<file path="config.mk">
export PLATFORM = sky130hd
export DESIGN_NAME = amp2_source_arbiter
export DESIGN_NICKNAME = d
export VERILOG_FILES = /design/src/rtl/amp2_pkg.sv /design/src/rtl/amp2_rr_picker.sv /design/src/rtl/amp2_source_arbiter.sv
export SDC_FILE = /design/constraint.sdc
export NUM_CORES = 1
export LEC_CHECK = 0
export ABC_AREA = 0
export CORE_MARGIN = 2
export CORE_UTILIZATION = 54
export CTS_BUF_LIST = sky130_fd_sc_hd__clkbuf_8 sky130_fd_sc_hd__clkbuf_16
export CTS_CLUSTER_SIZE = 8
export DETAILED_ROUTE_END_ITERATION = 7
export GPL_TIMING_DRIVEN = 1
export PLACE_DENSITY = 0.77
export SLEW_MARGIN = 15
export SYNTH_ARGS = -nofsm -noshare
export SYNTH_HDL_FRONTEND = slang
export SYNTH_SLANG_ARGS = --single-unit
export TNS_END_PERCENT = 100
</file>
<file path="constraint.sdc">
create_clock -name clk -period 2.37 [get_ports clk]
set_input_delay 0.474 -clock clk [delete_from_list [all_inputs] [get_ports clk]]
set_output_delay 0.474 -clock clk [all_outputs]
set_load 0.005 [all_outputs]
</file>
<file path="src/rtl/amp2_pkg.sv">
// rtl/amp2_pkg.sv - shared state encoding and default timing constants for the PmodAMP2 source arbiter
package amp2_pkg;

    typedef enum logic [2:0] {
        ST_OFF     = 3'd0,
        ST_WAKE    = 3'd1,
        ST_ON_IDLE = 3'd2,
        ST_GRANTED = 3'd3,
        ST_GAP     = 3'd4
    } amp2_state_t;

    localparam int DEF_NUM_SRC     = 4;
    localparam int DEF_WAKE_CYCLES = 100000;
    localparam int DEF_GAP_CYCLES  = 1000;
    localparam int DEF_IDLE_CYCLES = 10000000;

    // Largest of three cycle counts; sizes the shared state counter.
    function automatic int max3(input int a, input int b, input int c);
        int m;
        m = (a > b) ? a : b;
        return (m > c) ? m : c;
    endfunction

endpackage

</file>
<file path="src/rtl/amp2_rr_picker.sv">
// rtl/amp2_rr_picker.sv - combinational round-robin one-hot selector, search starts just past the pointer
module amp2_rr_picker #(
    parameter int NUM_SRC = 4,
    parameter int IW      = $clog2(NUM_SRC)
) (
    input  logic [NUM_SRC-1:0] i_req,
    input  logic [IW-1:0]      i_rr_ptr,
    output logic [NUM_SRC-1:0] o_winner,
    output logic [IW-1:0]      o_idx
);

    // Walk sources rr_ptr+1, rr_ptr+2, ... (mod NUM_SRC); the first requester wins.
    always_comb begin : pick
        int          j;
        logic        found;
        logic [IW-1:0] sel;
        o_winner = '0;
        o_idx    = '0;
        found    = 1'b0;
        j        = 0;
        sel      = '0;
        for (int i = 1; i <= NUM_SRC; i++) begin
            j   = (int'(i_rr_ptr) + i) % NUM_SRC;
            sel = IW'(j);
            if (!found && i_req[sel]) begin
                found         = 1'b1;
                o_winner[sel] = 1'b1;
                o_idx         = sel;
            end
        end
    end

endmodule

</file>
<file path="src/rtl/amp2_source_arbiter.sv">
// rtl/amp2_source_arbiter.sv - PmodAMP2 shutdown sequencing and round-robin PWM source mux; AMP2_AUTO_SHUTDOWN_EN enables idle power-down
module amp2_source_arbiter
    import amp2_pkg::*;
#(
    parameter int NUM_SRC     = DEF_NUM_SRC,
    parameter int WAKE_CYCLES = DEF_WAKE_CYCLES,
    parameter int GAP_CYCLES  = DEF_GAP_CYCLES,
    parameter int IDLE_CYCLES = DEF_IDLE_CYCLES
) (
    input  logic               clk,
    input  logic               reset,
    input  logic [NUM_SRC-1:0] req,
    input  logic [NUM_SRC-1:0] pwm_in,
    output logic [NUM_SRC-1:0] grant,
    output logic               audio_out,
    output logic               amp_shutdown_n,
    output logic               busy
);

    localparam int IW      = $clog2(NUM_SRC);
    localparam int CNT_MAX = max3(WAKE_CYCLES, GAP_CYCLES, IDLE_CYCLES);
    localparam int CW      = $clog2(CNT_MAX + 1);

    localparam logic [CW-1:0] CNT_SAT   = CW'(CNT_MAX);
    localparam logic [CW-1:0] WAKE_LAST = CW'(WAKE_CYCLES - 1);
    localparam logic [CW-1:0] GAP_LAST  = CW'(GAP_CYCLES - 1);
`ifdef AMP2_AUTO_SHUTDOWN_EN
    localparam logic [CW-1:0] IDLE_LAST = CW'(IDLE_CYCLES - 1);
`endif
    // Pointer starts at the last source so source 0 wins the first tie.
    localparam logic [IW-1:0] RR_RESET  = IW'(NUM_SRC - 1);

    amp2_state_t        r_state;
    logic [CW-1:0]      r_cnt;
    logic [IW-1:0]      r_rr_ptr;
    logic [NUM_SRC-1:0] r_grant;
    logic               r_audio;
    logic               r_amp_on;
    logic               r_busy;

    logic [NUM_SRC-1:0] w_winner;
    logic [IW-1:0]      w_idx;
    logic               w_any_req;
    logic [CW-1:0]      w_cnt_inc;

    assign w_any_req = |req;
    assign w_cnt_inc = (r_cnt == CNT_SAT) ? r_cnt : r_cnt + 1'b1;

    amp2_rr_picker #(
        .NUM_SRC (NUM_SRC),
        .IW      (IW)
    ) u_picker (
        .i_req    (req),
        .i_rr_ptr (r_rr_ptr),
        .o_winner (w_winner),
        .o_idx    (w_idx)
    );

    // Amplifier power sequencing, arbitration and the registered audio mux in one FSM.
    // While GRANTED, r_rr_ptr doubles as the index of the current owner.
    always_ff @(posedge clk or posedge reset) begin
        if (reset) begin
            r_state  <= ST_OFF;
            r_cnt    <= '0;
            r_rr_ptr <= RR_RESET;
            r_grant  <= '0;
            r_audio  <= 1'b0;
            r_amp_on <= 1'b0;
            r_busy   <= 1'b0;
        end else begin
            case (r_state)
                ST_OFF: begin
                    r_grant  <= '0;
                    r_audio  <= 1'b0;
                    r_amp_on <= 1'b0;
                    if (w_any_req) begin
                        r_state  <= ST_WAKE;
                        r_cnt    <= '0;
                        r_amp_on <= 1'b1;
                        r_busy   <= 1'b1;
                    end
                end
                ST_WAKE: begin
                    // Requests may vanish here; the amplifier still finishes starting up.
                    if (r_cnt == WAKE_LAST) begin
                        r_state <= ST_ON_IDLE;
                        r_cnt   <= '0;
                        r_busy  <= 1'b0;
                    end else begin
                        r_cnt <= w_cnt_inc;
                    end
                end
                ST_ON_IDLE: begin
                    if (w_any_req) begin
                        r_state  <= ST_GRANTED;
                        r_cnt    <= '0;
                        r_grant  <= w_winner;
                        r_rr_ptr <= w_idx;
                        r_busy   <= 1'b1;
`ifdef AMP2_AUTO_SHUTDOWN_EN
                    end else if (r_cnt == IDLE_LAST) begin
                        r_state  <= ST_OFF;
                        r_cnt    <= '0;
                        r_amp_on <= 1'b0;
                    end else begin
                        r_cnt <= w_cnt_inc;
`endif
                    end
                end
                ST_GRANTED: begin
                    // No preemption: only the owner dropping its request ends the grant.
                    if (!req[r_rr_ptr]) begin
                        r_state <= ST_GAP;
                        r_cnt   <= '0;
                        r_grant <= '0;
                        r_audio <= 1'b0;
                    end else begin
                        r_audio <= pwm_in[r_rr_ptr];
                    end
                end
                ST_GAP: begin
                    // Forced silence between owners to keep the speaker from popping.
                    if (r_cnt == GAP_LAST) begin
                        r_state <= ST_ON_IDLE;
                        r_cnt   <= '0;
                        r_busy  <= 1'b0;
                    end else begin
                        r_cnt <= w_cnt_inc;
                    end
                end
                default: begin
                    r_state  <= ST_OFF;
                    r_cnt    <= '0;
                    r_grant  <= '0;
                    r_audio  <= 1'b0;
                    r_amp_on <= 1'b0;
                    r_busy   <= 1'b0;
                end
            endcase
        end
    end

    assign grant          = r_grant;
    assign audio_out      = r_audio;
    assign amp_shutdown_n = r_amp_on;
    assign busy           = r_busy;

endmodule

</file>
==> metrics.md <==
| Metric | Value |
|---|---|
| Status | finished, final reports clean |
| Total CTS buffers | 5 |
| CP Data Required Time | 2570 ps |
| CP max stage delay | 620 ps |
| Die width | 73.32 um |
| Initial antenna violation count | 0 |
| Most frequent cells in the layout | 46 x buf_4, 34 x dfrtp_1, 31 x nor2_1 |
| ANT cells | 0 |
| Power Density | 985.0 nW/um2 |
| Hold buffers post-CTS | 0 |
| Slew Viols, Final | 0 |
| Routed met2 length | 3.213 mm |
| Leakage | 1.349 nW |
| Worst rel slew slack | 44.83% |
| Post-Synth Adder-Cell Area | 4.822% |
| Min Hold Slack | 520.2 ps |
| Most common cell after layout, fill and taps aside | buf_4 |
| Routed len/inst | 17.44 um |
| Tot GR Track Use | 25.60% |
| Number of global-route vias before repair | 2,287 |
| Simple-Gate Fraction of Synth Area | 28.35% |
| CP max-delay cell | dfstp_2 |
| Fin crit period | 2346 ps |
| Fillers | 341 |
| Worst vdd ir | 0.4982 mV |
| Layout cells sized above 1 | 29.88% |
| DP Cell Count | 366 |
| Worst hold stages | 1 |
| Final instance area | 3334 um2 |
| Core area | 4692 um2 |
| Worst Hold Class | reg -> reg |
| Final setup vio count | 0 |
| Critical path type | reg -> reg |
| Total grt overflow | 0 |
| Combinational family with the most area after synthesis | simple AND/OR/NAND/NOR gates |
| Tcrit/Tclk final | 98.99% |
| Top Layer Used | met4 |
| Routed vias | 2,431 |
| Final Util | 71.07% |
| Post-synthesis compound-gate area fraction | 12.83% |
| Int Pwr | 0.001996 W |
| Synth warn | 0 |
| Worst Setup End Kind | register |
| Mean Syn Cell Area | 9.611 um2 |
| Max FO, Critical Path | 7 |
| Reg power frac | 25.2% |
| Final #Nets | 347 |
| Worst Clk Skew | 9.204 ps |
| P_sw | 0.001289 W |
| Most common cell on crit path | mux2_4 |
| DR iter-0 viols | 170 |
| H-tree Lvls | 2 |
| # Max-Cap Violations | 0 |
| Synth async-reset ratio | 100.0% |
| Routability Congestion | 0.9264 |
| Number of synthesized flops with an enable pin | 0 |
| Post-synthesis mux area share | 6.798% |
| Crit start category | register |
| Reg-to-Reg Start | r_rr_ptr[0]$_DFFE_PP1P_ |
| Count of cell types in the netlist | 62 |
| Worst Hold End | grant[2]$_DFFE_PP0P_ |
| Metal3 WL | 439 um |
| Synthesis-to-finish area growth | 28.50% |
| Worst hold start | grant[2]$_DFFE_PP0P_ |
| CTS tree | done |
| Combinational share of power | 58.6% |
| Antenna Nets Post-Route | 0 |
| Reg2reg path depth | 8 |
| Clk slew on worst S/H paths | 80 ps |
| IO Count | 17 |
| Clock buffer depth | 2 |
| Synthesized instance count | 270 |
| Die Y | 73.32 um |
| CP arrival | 2540 ps |
| Slew @ Worst Pin | 822.6 ps |
| Design Power | 0.003285 W |
| Levels on crit path | 8 |
| Largest net degree at the start of global routing | 37 |
| CTS sink count | 36 |
| RSZ-0062 raised after global routing | yes |
| Top Family by Delay on Critical Path | multiplexers |
| Reg2reg end | r_rr_ptr[1]$_DFFE_PP1P_ |
| Synthesized area | 2595 um2 |
| Post-DP Area | 3090 um2 |
| Sw frac | 39.23% |
| Syn Nets | 290 |
| CP Cell Sequence | clkinvlp_4 > ha_4 > mux2_4 > mux2_4 > buf_4 > nor3_1 > o21ai_1 > o31ai_2 |
| Register area share after synthesis | 34.81% |
| Clk Latency, worst-skew pair | 280 ps |
| Initial Util | 55.31% |
| Die area | 5376 um2 |
| Critical path buffers and inverters | 2 |
| Non-Filler Instances | 382 |
| Post-synth top flop | dfrtp_1 |
| Clk pwr share | 16.2% |
| DRC viols | 0 |
| Via density | 6.364 |
| Drt pass-1 iters | 4 |
| First-pass GRT wire length | 10.61 mm |
| Clk root buf | clkbuf_8 |
| Fmax | 0.4263 GHz |
| Met1 WL | 2.862 mm |
| Post-Synth XOR/XNOR Area | 7.425% |
| #FFs+latches synth | 36 |
| R2r setup slk | 20 ps |
| Final Hold Viols | 0 |
| Final wirelength | 6.663 mm |
| Critical Path Start | r_rr_ptr[0]$_DFFE_PP1P_ |
| Post-DP HPWL | 4.619 mm |
| Core Rows | 25 |
| IO buf count | 16 |
-- cell families after synthesis --
logic type / Yosys count
muxes: 12
adders and majority gates: 10
buffers and inverters: 22
AOI/OAI and AO/OA: 45
and+or+nand+nor: 123
xor gates and xnor gates: 22
DFF: 36
-- final cells by class --
class	count	area [um2]	area share [%]
clock buffer	5	68.82	2.064
inverter	6	26.28	0.7880
tap	54	67.56	2.026
timing repair buffer	65	565.5	16.96
multi-input combinational	213	1664	49.91
sequential	36	903.4	27.09
clock inverter	3	38.79	1.163
-- per-stage QoR --
stage               setup WS (ps)  setup TNS, ps
floorplan                  -66.70         -260.3
global placement           -254.4          -6632
detailed placement         -318.3          -8000
CTS                         1.610              0
global route               -54.78         -247.9
finish                      24.00              0
-- metal layers --
layer	up-vias	global-route usage (%)
met5	-	0
met4	0	10.10
met3	16	4.252
met2	99	41.64
met1	1180	34.15
li1	1136	-
-- sequential cells by signal, indices dropped and copies added, names as in the netlist --
signal / flops
r_cnt: 24
grant: 4
r_state: 3
r_rr_ptr: 2
amp_shutdown_n: 1
audio_out: 1
busy: 1
-- power by group through the flow --
stage	combinational, W	clock [W]	sequential, W
finish	0.00192	0.000532	0.000828
global route	0.00207	0.000565	0.000844
CTS	0.00163	0.000541	0.000833
detailed placement	0.00155	0	0.000849
global placement	0.00151	0	0.000846
floorplan	0.00113	0	0.000811
-- synthesized netlist by cell type (all sizes together), types with 3 or more instances --
cell type / instances / area [um2]
a21oi: 6 / 30.03
nor3: 13 / 87.58
nand3b: 3 / 22.52
mux2i: 3 / 30.03
buf: 9 / 70.07
a211oi: 4 / 30.03
ha: 10 / 125.1
inv: 6 / 22.52
o31ai: 3 / 22.52
o21ai: 12 / 60.05
nand4: 8 / 50.05
or4: 5 / 41.29
o22ai: 3 / 32.53
and4: 6 / 53.80
mux4: 4 / 90.09
nand2: 10 / 37.54
nand3: 11 / 55.05
clkbuf: 7 / 36.28
a221o: 3 / 30.03
nor2: 33 / 128.9
nor4: 13 / 102.6
xnor2: 22 / 192.7
a221oi: 5 / 43.79
mux2: 5 / 56.30
dfrtp: 34 / 850.8
or2: 5 / 33.79
-- repair_timing --
action / 4_1_cts / 5_1_grt
buffers inserted: 1 / 6
setup endpoints to repair: 29 / 28
pin swaps: 1 / 4
gates resized for setup: 2 / 9
cloned: 1 / 0
-- worst max path at each step --
stage / end
finish: r_rr_ptr[1]$_DFFE_PP1P_
global route: grant[0]$_DFFE_PP0P_
CTS: r_rr_ptr[1]$_DFFE_PP1P_
detailed placement: r_cnt[12]$_DFFE_PP0P_
global placement: r_cnt[14]$_DFFE_PP0P_
floorplan: grant[2]$_DFFE_PP0P_
(Power assumes the default switching activity.)
